`src/rtl/masked_extremum_scanner.sv`:
```
// Sequential masked max/min: scans NUM_INPUTS signed candidates, one per cycle,
// and returns the best active one with its index and the OR of all activations.
module masked_extremum_scanner #(
  parameter  int NUMBER_SIZE = 4,
  parameter  int NUM_INPUTS  = 8,
  localparam int INDEX_SIZE  = $clog2(NUM_INPUTS)
) (
  input  logic                              clk,
  input  logic                              rst_n,
  input  logic                              in_valid,
  output logic                              in_ready,
  input  logic [NUM_INPUTS*NUMBER_SIZE-1:0] numbers,
  input  logic [NUM_INPUTS-1:0]             activations,
  input  logic                              find_min,
  output logic                              out_valid,
  input  logic                              out_ready,
  output logic signed [NUMBER_SIZE-1:0]     extremum,
  output logic [INDEX_SIZE-1:0]             extremum_index,
  output logic                              extremum_activation
);

  typedef enum logic [1:0] {IDLE, SCAN, DONE} state_t;

  localparam logic [INDEX_SIZE-1:0] LAST = INDEX_SIZE'(NUM_INPUTS - 1);

  state_t                               state;
  logic [INDEX_SIZE-1:0]                idx;
  logic [NUM_INPUTS-1:0][NUMBER_SIZE-1:0] num_r;
  logic [NUM_INPUTS-1:0]                act_r;
  logic                                 min_r;
  logic                                 best_active;
  logic signed [NUMBER_SIZE-1:0]        best_val;
  logic [INDEX_SIZE-1:0]                best_idx;
  logic                                 ext_act;

  logic signed [NUMBER_SIZE-1:0]        cand;
  logic                                 better;
  logic                                 update;

  // Strict comparison keeps the lower index on ties.
  always_comb begin
    cand   = num_r[idx];
    better = min_r ? (cand < best_val) : (cand > best_val);
    update = act_r[idx] && (!best_active || better);
  end

  always_ff @(posedge clk or negedge rst_n) begin
    if (!rst_n) begin
      state       <= IDLE;
      idx         <= '0;
      num_r       <= '0;
      act_r       <= '0;
      min_r       <= 1'b0;
      best_active <= 1'b0;
      best_val    <= '0;
      best_idx    <= '0;
      ext_act     <= 1'b0;
    end else begin
      case (state)
        IDLE: if (in_valid) begin
          num_r       <= numbers;
          act_r       <= activations;
          min_r       <= find_min;
          idx         <= '0;
          best_active <= 1'b0;
          best_val    <= '0;
          best_idx    <= '0;
          ext_act     <= 1'b0;
          state       <= SCAN;
        end
        SCAN: begin
          if (update) begin
            best_val    <= cand;
            best_idx    <= idx;
            best_active <= 1'b1;
          end
          if (idx == LAST) begin
            idx     <= '0;
            ext_act <= |act_r;
            state   <= DONE;
          end else begin
            idx <= idx + INDEX_SIZE'(1);
          end
        end
        DONE: if (out_ready) state <= IDLE;
        default: state <= IDLE;
      endcase
    end
  end

  assign in_ready            = (state == IDLE);
  assign out_valid           = (state == DONE);
  assign extremum            = best_val;
  assign extremum_index      = best_idx;
  assign extremum_activation = ext_act;

endmodule

```
`config.mk`:
```
export PLATFORM = sky130hd
export DESIGN_NAME = masked_extremum_scanner
export DESIGN_NICKNAME = d
export VERILOG_FILES = /design/src/rtl/masked_extremum_scanner.sv
export SDC_FILE = /design/constraint.sdc
export NUM_CORES = 1
export LEC_CHECK = 0
export CAP_MARGIN = 20
export CORE_UTILIZATION = 35
export DETAILED_ROUTE_END_ITERATION = 6
export PLACE_DENSITY = 0.69
export SYNTH_ARGS = -nofsm -noshare
export SYNTH_HDL_FRONTEND = slang
export SYNTH_SLANG_ARGS = --single-unit
```
`constraint.sdc`:
```
create_clock -name clk -period 3.3 [get_ports clk]
set_input_delay 0.495 -clock clk [delete_from_list [all_inputs] [get_ports clk]]
set_output_delay 0.495 -clock clk [all_outputs]
set_load 0.02 [all_outputs]
```
* Yosys cells after proc, flatten, opt, wreduce, memory -nomap -nowiden *
Cells that the tools add are included.

operators by class
  add/subtract/negate cells = 1
  order comparisons = 3
  eq/ne operators = 7
  multiplexer cells = 22
  reductions and logical operators = 11

operators by type and width
  operator               count
  $bmux W4 S3            1
  $mux W4                3
  $pmux W3 S2            2
  $mux W3                3
  $reduce_and A3 Y1      3
  $pmux W4 S2            1
  $reduce_or A8 Y1       1
  $mux W2                3
  $ne A2 B2 Y1 const B   3
  $pmux W2 S3            1
  $mux W1                5
  $gt A4 B4 Y1           1
  $lt A3 B4 Y1 const B   1
  $lt A4 B4 Y1           1
  $pmux W1 S2            2
  $reduce_and A2 Y1      2
  $add A3 B1 Y3 const B  1
  $bmux W1 S3            1
  $eq A3 B3 Y1 const B   1
  $eq A2 B1 Y1 const B   1
  $eq A2 B2 Y1 const B   1
  $logic_not A2 Y1       1
  $ne A2 B1 Y1 const B   1
  $reduce_bool A2 Y1     1
  other kinds (3)        3

storage, ports and cells
  flip-flop bits (word level) = 55
  input bits = 45
  output and inout bits = 10
  logic and storage cells = 60

* Depth between registers and ports, before layout *
Gate-level depths: netlist (run 1).

  word-level depth = 8
  mapped depth = 9
  gate-level depth less buffers = 8

* Worst setup path before layout (run 1) *
OpenSTA, ideal clock, no wires.

  kind = register to register
  from = register idx[0]
  to = register best_val[0], in the netlist extremum[0]
  library setup time = 0.079 ns
  arrival time = 2.682 ns
  slack = 0.538 ns
  stages on the path, launching flop included = 10
  buffers on the path = 1
  path through = dfrtp_1 -> buf_4 -> mux4_2 -> mux2_2 -> ha_1 -> nor2b_1 -> o211ai_1 -> a31oi_1 -> o211ai_4 -> mux2i_1

between the ends
  longest elaborated chain between the ends = 8
  elaborated cells between the ends (all ways) = 13

RTL lines
  item                                          line  RTL
  start, declared                               27    logic [INDEX_SIZE-1:0] idx;
  start signal, assigned                        82    idx <= idx + INDEX_SIZE'(1);
  $bmux W4 S3                                   42    cand = num_r[idx];
  $mux W4 (implied by the code)                 42
  $gt A4 B4 Y1 or $lt A4 B4 Y1 (tied branches)  43    better = min_r ? (cand < best_val) : (cand > best_val);
  $mux W1                                       43
  $logic_or A1 B1 Y1                            44    update = act_r[idx] && (!best_active || better);
  $logic_and A1 B1 Y1                           44
  $ne A2 B2 Y1 (no source line)                 -
  $reduce_and A3 Y1 (no source line)            -
  end signal, assigned                          73    best_val <= cand;
  end, declared                                 32    logic signed [NUMBER_SIZE-1:0] best_val;

Several ways; a longest one is shown, not always the timed one. The select of a mux whose other input is x is not followed.
A chain may end at the register's enable or synchronous reset.

* Worst setup path in the final report (run 1) *
  from = register idx[0]
  to = register best_val[1], in the netlist extremum[1]

Same word-level chain as after synthesis.

==> out/qor.txt, run 1 <==
capturing point of the worst reg2reg path - extremum[1]
CP Launch Type - flip-flop
initial DRC count - 107
WL final - 5400 µm
Peak VDD IR - 314 µV
f_max - 335 MHz
via count - 1957
Post-Syn Nets - 319
WL per Instance - 12.9 µm
Slew HR - 0.560
Netlist cell types - 25
Tmin final - 2980 ps
detailed placer's ending HPWL - 3940 µm
worst flop-to-flop path startpoint - idx[0]
PortBufs - 54
CP Capture Type - flip-flop
Primary FF master, synth - dfrtp_1
full die area - 0.00777 mm²
Crit. Startpoint - idx[0]
Hold Crit Class - primary input to asynchronous set/reset pin
Post-layout nets - 371
initial antenna violation count - 0
required time of the critical path - 3480 ps
# clock sinks - 55
Final Power - 2980 µW
GRT overflow - 0
top cells by area in the synthesized netlist - dfrtp_1, nand2_1, mux4_2
# hold bufs at CTS - 0
clock tree buffer depth - 2
1st-pass router iterations - 4
DR vias/cell - 4.66
Synth Register Bits - 55
worst reg2reg path depth - 8
number of diodes - 0
Setup CP Type - flip-flop to flip-flop
largest net degree at the start of global routing - 43
Avg Cell Area, Syn - 9.70 µm²
PwrDens - 895 mW/mm²
gp weighted congestion - 0.789
Critical Path Sink - extremum[1]
first-pass GRT wire length - 9160 µm
Area Growth Syn to Fin - 28.2%
Least-Margin Pin Slew - 661 ps
TritonCTS buffer count - 5
CP arrival - 3160 ps
post-synthesis sequential area ratio - 0.530
synthesized cell area - 0.00260 mm²
crit path max fanout - 8
Root Buffer - clkbuf_8
run status - complete, no violations
period utilization - 0.904
ys async rst share - 1.00
Worst R2R Setup Slack - 320 ps
Post-Route Utilization - 0.462
GRT Util Overall - 0.154
leakage power total - 0.00166 µW
Residual DRC - 0
Setup TNS - 0 ps
final hold vios - 0
RSZ-0062 raised after global routing - no
clock slew seen by the registers of the worst setup and hold paths - 110 ps
most instantiated cells after synthesis - nand2_1, dfrtp_1, clkbuf_1
layout cell share with drive strength beyond 1 - 0.0872
Core Area - 0.00721 mm²
Initial Utilization - 0.360
# rows - 31
htree depth - 2
Setup Buffers After CTS - 0
EDFF count, synth - 0
die width - 88.2 µm
cell taking the most area after synthesis - dfrtp_1
I/O pins - 55
CTS resizes - 0
Synth Instances - 268
TritonCTS clock tree - done
endpoints failing setup - 0
Final Slew Violations - 0
top cell type's share of synthesized area - 0.530
Fillers - 725
synth warn - 0
Fin Clk Skew - 15.3 ps
Max Cap Violations - 0
Die Y-Extent - 88.2 µm
vias in the first global route - 1993
most numerous cell in the Yosys netlist - nand2_1
worst-skew pair later-pin latency - 310 ps
antenna-violating nets left - 0
## metrics by stage
step | setup slack (ps) | instance area (µm²) | hold slack [ps] | instances
after floorplan | 538 | 2600 | 199 | 268
after global placement | 465 | 3240 | 454 | 412
after detailed placement | 351 | 3240 | 459 | 412
after CTS | 308 | 3330 | 234 | 420
after global routing | 92.8 | 3330 | 262 | 420
final | 315 | 3330 | 216 | 420
## worst min path at each step
stage | endpoint | slack (ps) | startpoint
6_report | num_r[23] | 220 | rst_n
5_1_grt | state[1] | 260 | rst_n
4_1_cts | state[1] | 230 | rst_n
3_5_place_dp | num_r[12] | 460 | num_r[12]
3_3_place_gp | num_r[12] | 450 | num_r[12]
2_1_floorplan | act_r[0] | 200 | rst_n
## cells by family (layout without fill, tap and decap cells)
kind of cell	count (synthesis)	in the layout	share of synthesized area
AND/OR/NAND/NOR	149	149	0.222
flip-flops	55	55	0.530
multiplexers	23	23	0.142
buffers and inverters	21	74	0.0318
AO/OA/AOI/OAI	14	14	0.0462
adder cells (fa/ha/maj)	6	6	0.0289
## flip-flops by register name (all words and copies together) (netlist names)
register             flops
num_r                   32
act_r                    8
extremum                 4
extremum_index           3
idx                      3
state                    2
best_active              1
extremum_activation      1
min_r                    1
## cell type report
| type | count | area (µm²) | area share |
|---|---|---|---|
| inverter | 7 | 26.3 | 0.00789 |
| clock inverter | 3 | 22.5 | 0.00676 |
| clock buffer | 5 | 68.8 | 0.0207 |
| tap | 99 | 124 | 0.0372 |
| timing repair buffer | 59 | 573 | 0.172 |
| multi-input combinational | 192 | 1140 | 0.342 |
| sequential | 55 | 1380 | 0.413 |
## metal layers
metal | up-vias | share of wire | GRT usage
met4 | 0 | 0.0056 | 0.0352
met2 | 41 | 0.46 | 0.250
met3 | 2 | 0.036 | 0.0320
li1 | 975 | - | -
met1 | 939 | 0.49 | 0.213
met5 | - | 0 | 0
## cells in the final DEF, fill, tap and decap left out, types with 2 or more instances in the layout
cell / Yosys / layout
dfrtp_1: 55 / 55
mux4_1: 2 / 2
a41o_1: 2 / 2
nand2b_1: 2 / 2
ha_1: 6 / 6
nor2_1: 3 / 3
mux2_2: 4 / 4
nor2b_1: 2 / 2
nor4_1: 2 / 2
o21ai_0: 2 / 2
a22o_1: 3 / 3
inv_1: 7 / 7
inv_6: 0 / 2
mux2i_1: 9 / 9
mux4_2: 8 / 8
buf_4: 1 / 5
nand2_1: 139 / 139
clkbuf_8: 0 / 5
clkdlybuf4s50_1: 0 / 53
## where the power goes
part / total (µW) / internal, µW / switching [µW]
combinational: 1390 / 722 / 664
clock: 382 / 154 / 228
sequential: 1210 / 972 / 240
total: 2980 / 1850 / 1130
## worst max-delay path, stage by stage (launching register included)
cell      delay (ps)
dfrtp_1          580
buf_4            250
mux4_2           510
mux2_2           290
ha_1             300
a41o_1           260
a31oi_1          300
o211ai_4         210
mux2i_1          160
Note: power is estimated with default switching activity, not from simulation.
==> run 2, diff against run 1 <==
SETUP_SLACK_MARGIN = 0.4   (was unset)
==> out/qor.txt, run 2 (synthesized netlist as in run 1, its figures left out) <==
Setup CP Type - flip-flop to flip-flop
1st-pass router iterations - 4
Largest register FFs - 32
Fin Clk Skew - 15.3 ps
htree depth - 2
CP Capture Type - flip-flop
final hold vios - 0
commonest non-fill, non-tap cell in the layout - nand2_1
required time of the critical path - 3530 ps
worst-skew pair later-pin latency - 310 ps
largest net degree at the start of global routing - 43
Area Growth Syn to Fin - 30.5%
endpoints failing setup - 0
CP arrival - 2970 ps
clock tree buffer depth - 2
period utilization - 0.832
leakage power total - 0.00168 µW
antenna-violating nets left - 0
met3 GRT Util - 0.0320
Final Slew Violations - 0
TritonCTS buffer count - 5
met2 usage - 0.253
Post-layout nets - 374
TritonCTS clock tree - done
Least-Margin Pin Slew - 667 ps
gp weighted congestion - 0.789
Initial Utilization - 0.360
CP max-delay cell - mux4_2
# clock sinks - 55
worst setup margin - 555 ps
number of diodes - 0
GRT Util Overall - 0.154
initial DRC count - 97
vias in the first global route - 1996
via count - 1966
PortBufs - 54
# rows - 31
Setup TNS - 0 ps
Residual DRC - 0
Root Buffer - clkbuf_8
I/O pins - 55
clock slew seen by the registers of the worst setup and hold paths - 110 ps
Biggest register - num_r
RSZ-0062 raised after global routing - no
worst slack, placed - 351 ps
die width - 88.2 µm
worst-path cell chain - mux4_2, mux2_2, ha_1, nor2b_1, o211ai_1, a31oi_2, o211ai_4, buf_12, mux2i_1
Hold Crit Class - primary input to asynchronous set/reset pin
final hold slack - 218 ps
DR vias/cell - 4.65
GRT overflow - 0
crit path max fanout - 8
WL final - 5500 µm
met1 usage - 0.211
instance area at placement - 0.00324 mm²
post-route cell area - 0.00339 mm²
WL per Instance - 13.0 µm
Core Area - 0.00721 mm²
GRT busiest layer - met2
CP Launch Type - flip-flop
Peak VDD IR - 310 µV
f_max - 364 MHz
initial antenna violation count - 0
layout cell share with drive strength beyond 1 - 0.108
Slew HR - 0.555
PwrDens - 922 mW/mm²
full die area - 0.00777 mm²
Fillers - 720
most frequent cells in the layout - nand2_1, dfrtp_1, clkdlybuf4s50_1, mux2i_1, mux4_2
Critical Path Max Stage Delay - 510 ps
detailed placer's ending HPWL - 3940 µm
first-pass GRT wire length - 9170 µm
run status - complete, no violations
Max Cap Violations - 0
Tmin final - 2750 ps
Die Y-Extent - 88.2 µm
run 2: cell count changes in the layout (fill, tap and decap cells not counted), sizes merged:
cell / before / now
buf: 6 / 9
run 2: layer usage:
metal	wire [µm]	share of wire	vias up
met4	30	0.0055	0
met1	2640	0.48	941
met2	2630	0.48	40
li1	-	-	983
met5	0	0	-
met3	197	0.036	2
run 2: stage by stage:
stage / util / power (µW) / cells
finish: 0.470 / 3130 / 423
global route: 0.470 / 3380 / 423
CTS: 0.462 / 3010 / 420
detailed placement: 0.449 / 2610 / 412
global placement: 0.449 / 2560 / 412
floorplan: - / 2210 / 268
run 2: layout make-up:
type                            count  area, µm²  share of cell area
Multi-Input combinational cell    192       1160               0.342
Inverter                            7       26.3             0.00775
Timing Repair Buffer               62        612               0.180
Sequential cell                    55       1380               0.407
Clock inverter                      3       22.5             0.00664
Tap cell                           99        124              0.0365
Clock buffer                        5       68.8              0.0203
run 2: what timing repair did:
item,in CTS,in global routing
endpoints found under the setup margin,8,8
pin swaps,0,1
resized for setup,1,4
hold buffers,0,0
buffers inserted,0,3
run 2: worst paths after layout:
kind                               end  cells past startpoint       from  slack [ps]
min in group clk             num_r[27]                      2  num_r[27]         480
max in group asynchronous       idx[0]                      2      rst_n        2310
hold / removal                   min_r                      1      rst_n         220
hold reg to reg              num_r[27]                      2  num_r[27]         480
setup / recovery           extremum[1]                      9     idx[0]         550
setup reg to reg           extremum[1]                      9     idx[0]         550
run 2: power by group:
part           switching, µW  internal, µW  leakage (µW)  total (µW)
clock network            228           154     0.0000489         382
registers                235           975      0.000687        1210
logic                    715           820      0.000939        1530
total                   1180          1950       0.00168        3130
run 2: critical path, delay by kind of cell, from the launching register on:
| family | cells | cell delay (ps) |
|---|---|---|
| fa+ha+maj | 1 | 300 |
| buf+inv | 1 | 150 |
| mux | 3 | 980 |
| simple gates | 1 | 140 |
| flops | 1 | 450 |
| compound gates | 3 | 630 |
==> run 3, diff against run 2 <==
PLACE_DENSITY = 0.72   (was 0.69)
clock period = 2.29 ns   (was 3.3 ns; I/O delays follow)
==> out/qor.txt, run 3 (synthesized netlist as in run 1, its figures left out) <==
via count - 2026
Tmin final - 2760 ps
failing checks - setup timing
GRT overflow - 0
GRT Util Overall - 0.172
period utilization - 1.20
DR vias/cell - 4.63
WL final - 5980 µm
worst setup margin - -468 ps
run status - finished with violations
Core Area - 0.00721 mm²
Largest register FFs - 32
antenna-violating nets left - 0
# rows - 31
clock tree buffer depth - 2
largest net degree at the start of global routing - 50
Max Cap Violations - 0
Biggest register - num_r
Final Power - 5030 µW
Least-Margin Pin Slew - 524 ps
Area Growth Syn to Fin - 37.7%
Initial Utilization - 0.360
clock slew seen by the registers of the worst setup and hold paths - 90 ps
Peak VDD IR - 449 µV
worst-path cell chain - buf_4, mux4_2, mux2_2, ha_1, o211ai_1, a41o_1, o211ai_4, buf_12, mux2i_1
vias in the first global route - 2096
Critical path buffers and inverters - 2
Worst R2R Setup Slack - -470 ps
Slew HR - 0.650
Inst Count DP - 417
Final Slew Violations - 0
commonest non-fill, non-tap cell in the layout - nand2_1
TritonCTS clock tree - done
most frequent cells in the layout - nand2_1, dfrtp_1, clkdlybuf4s50_1, buf_4
initial antenna violation count - 0
worst-skew pair later-pin latency - 320 ps
TritonCTS buffer count - 5
CP max-delay cell - mux4_2
final hold slack - 405 ps
detailed placer's ending HPWL - 4210 µm
Residual DRC - 0
CP arrival - 2990 ps
required time of the critical path - 2520 ps
number of diodes - 0
first-pass GRT wire length - 10000 µm
CP Capture Type - flip-flop
Root Buffer - clkbuf_8
final hold vios - 0
I/O pins - 55
CP Launch Type - flip-flop
Fin Clk Skew - 9.91 ps
# clock sinks - 55
post-route cell area - 0.00358 mm²
WL per Instance - 13.7 µm
endpoints failing setup - 8
Layout Cells excl Fill - 438
die width - 88.2 µm
1st-pass router iterations - 4
Crit path max-delay family - multiplexers
RSZ-0062 raised after global routing - yes
Post-Route Utilization - 0.496
htree depth - 2
PortBufs - 54
instance area at placement - 0.00334 mm²
f_max - 363 MHz
leakage power total - 0.00178 µW
full die area - 0.00777 mm²
Setup CP Type - flip-flop to flip-flop
gp weighted congestion - 0.839
PwrDens - 1400 mW/mm²
Die Y-Extent - 88.2 µm
initial DRC count - 55
Post-layout nets - 390
crit path max fanout - 7
layout cell share with drive strength beyond 1 - 0.156
Critical Path Max Stage Delay - 490 ps
Hold Crit Class - primary input to asynchronous set/reset pin
-- run 3: cell count changes in the layout (fill, tap and decap cells not counted), sizes merged --
cell / delta
clkinv: -1
dlygate4sd2: +2
clkdlybuf4s50: -2
buf: +15
inv: -1
dlygate4sd3: +1
clkbuf: +1
-- run 3: per-layer routing --
| metal | up-vias | share of wire | track usage |
|---|---|---|---|
| met2 | 51 | 0.48 | 0.280 |
| met3 | 8 | 0.049 | 0.0434 |
| met5 | - | 0 | 0 |
| met4 | 0 | 0.010 | 0.0455 |
| met1 | 952 | 0.46 | 0.230 |
| li1 | 1015 | - | - |
-- run 3: worst register-to-register path: cells and delay by family, from the launching register on --
family	cells	cell delay (ps)
mux	3	990
flops	1	460
fa+ha+maj	1	300
compound gates	3	620
buf+inv	2	310
-- run 3: through the flow --
step	worst slack [ps]	setup TNS [ps]
after floorplan	-348	-2770
after global placement	-315	-2370
after detailed placement	-465	-3340
after CTS	-433	-3050
after global routing	-597	-4400
final	-468	-3420
-- run 3: repair_timing --
item	in CTS	in global routing
pin swaps	5	4
endpoints found under the hold margin	7	0
resized for setup	10	2
setup buffers	12	1
setup endpoints to repair	10	8
hold buffers	1	0
cloned	0	0
-- run 3: report_power, final --
part	leakage, µW	switching (µW)	total (µW)	internal [µW]
clock network	0.0000477	317	561	244
logic	0.00105	1190	2730	1530
registers	0.000688	334	1740	1400
total	0.00178	1850	5030	3180
-- run 3: final timing paths --
check	start	end	cells after the start
worst min-delay path	rst_n	num_r[19]	2
min in group clk	num_r[23]	num_r[23]	2
worst max-delay path	idx[0]	extremum_index[1]	9
worst min register to register	num_r[23]	num_r[23]	2
max in group asynchronous	rst_n	extremum_index[1]	3
worst max register to register	idx[0]	extremum_index[1]	9
-- run 3: layout make-up --
| type | count | area [µm²] |
|---|---|---|
| clock buffer | 6 | 82.6 |
| clock inverter | 1 | 8.76 |
| fill | 677 | 3630 |
| inverter | 7 | 26.3 |
| multi-input combinational | 192 | 1200 |
| sequential | 55 | 1380 |
| tap | 99 | 124 |
| timing repair buffer | 78 | 764 |
==> RTL change, RTL diff (flow settings as in run 2) <==
Change the parameter `NUM_INPUTS` from 8 to 16.
--- a/src/rtl/masked_extremum_scanner.sv
+++ b/src/rtl/masked_extremum_scanner.sv
@@ -3,5 +3,5 @@
 module masked_extremum_scanner #(
   parameter  int NUMBER_SIZE = 4,
-  parameter  int NUM_INPUTS  = 8,
+  parameter  int NUM_INPUTS  = 16,
   localparam int INDEX_SIZE  = $clog2(NUM_INPUTS)
 ) (
Ports: changed (resized activations, extremum_index and numbers); port bits go from 55 to 96. No check against the original RTL was run, so the function may have changed too.
==> RTL change against run 2 <==
Clock power grew to 2.6 times the old value. Sequential cell count is 42 higher. Design area is 79% higher. Worst setup slack worse by 0.34 ns. Power is 88% higher. Wire length is 98% higher. Synthesized area is 74% higher. Critical path type unchanged. Critical endpoint is now extremum[3].
==> RTL change: results <==
[status]
outcome = "finished clean"

[grt]
grt.total_usage = 0.178
grt_pass1_wl_um = 18200
grt_pass1_vias = 3697

[logic_synthesis]
seq_area_frac_synth = 0.536
synthTopCellsByCount = "257 x nand2_1, 97 x dfrtp_1, 22 x mux4_2, 20 x clkbuf_1"
syn_nets = 563
synth_mux_area_frac = 0.147
synth_compound_area_frac = 0.0224
avgSynthCellArea_um2 = 9.58
synthAdderAreaFrac = 0.0138

[clock_network]
clk_latency_ns = 0.35
clockRootBuffer = "clkbuf_16"
cts_buffers = 9
post_cts_buffers = 5
clkTransAtPathRegs_ns = 0.07

[final_layout]
buf_share = 0.183
area_share_clock_buf_inv = 0.0457
inv_count = 9
n_multi_input_combinational_cell = 340
drive_above_1_share = 0.122
final_core_util = 0.481
signal_buffers = 111

[drt]
drt-initial-drc-count = 327
post_drt_wl_per_cell_um = 14.7
routed_via_density = 4.84
vias = 3605
firstDrtPassIters = 5

[placement]
gp_congestion = 0.879
dpl_cell_area_mm2 = 0.00573
dp_hpwl_um = 8020
pre_cts_ws_ns = 0.0637

[critical_path]
cp.arrival_ns = 3.32
reg2reg_slack_ns = 0.21

[sta]
fin_worst_skew_ns = 0.00635

[power]
p_seq_w = 0.00216
p_sw_w = 0.00212
leakagePower_nw = 2.94
==> RTL change: cell count changes in the layout (fill, tap and decap cells not counted), moves of 7 or more <==
cell and change:
buf_4 +7, clkbuf_16 +9, clkdlybuf4s50_1 +41, dfrtp_1 +43
mux4_2 +14, nand2_1 +117
==> RTL change: metal layers <==
metal  wire length (µm)  up-vias  part of all wire  GRT usage
li1                   -     1720                 -          -
met1               5130     1744              0.47      0.258
met2               4940      119              0.45      0.271
met3                597       22             0.055     0.0256
met4                251        0             0.023     0.0692
met5                  0        -                 0          0
==> RTL change: how the worst min path moves through the flow <==
stage                    from         to  slack (ns)  cells after the start
floorplan               rst_n   act_r[0]        0.20                      0
global placement    num_r[32]  num_r[32]        0.46                      2
detailed placement  num_r[57]  num_r[57]        0.46                      2
CTS                     rst_n  num_r[40]        0.24                      1
global route            rst_n   act_r[2]        0.28                      1
finish                  rst_n   act_r[2]        0.20                      1
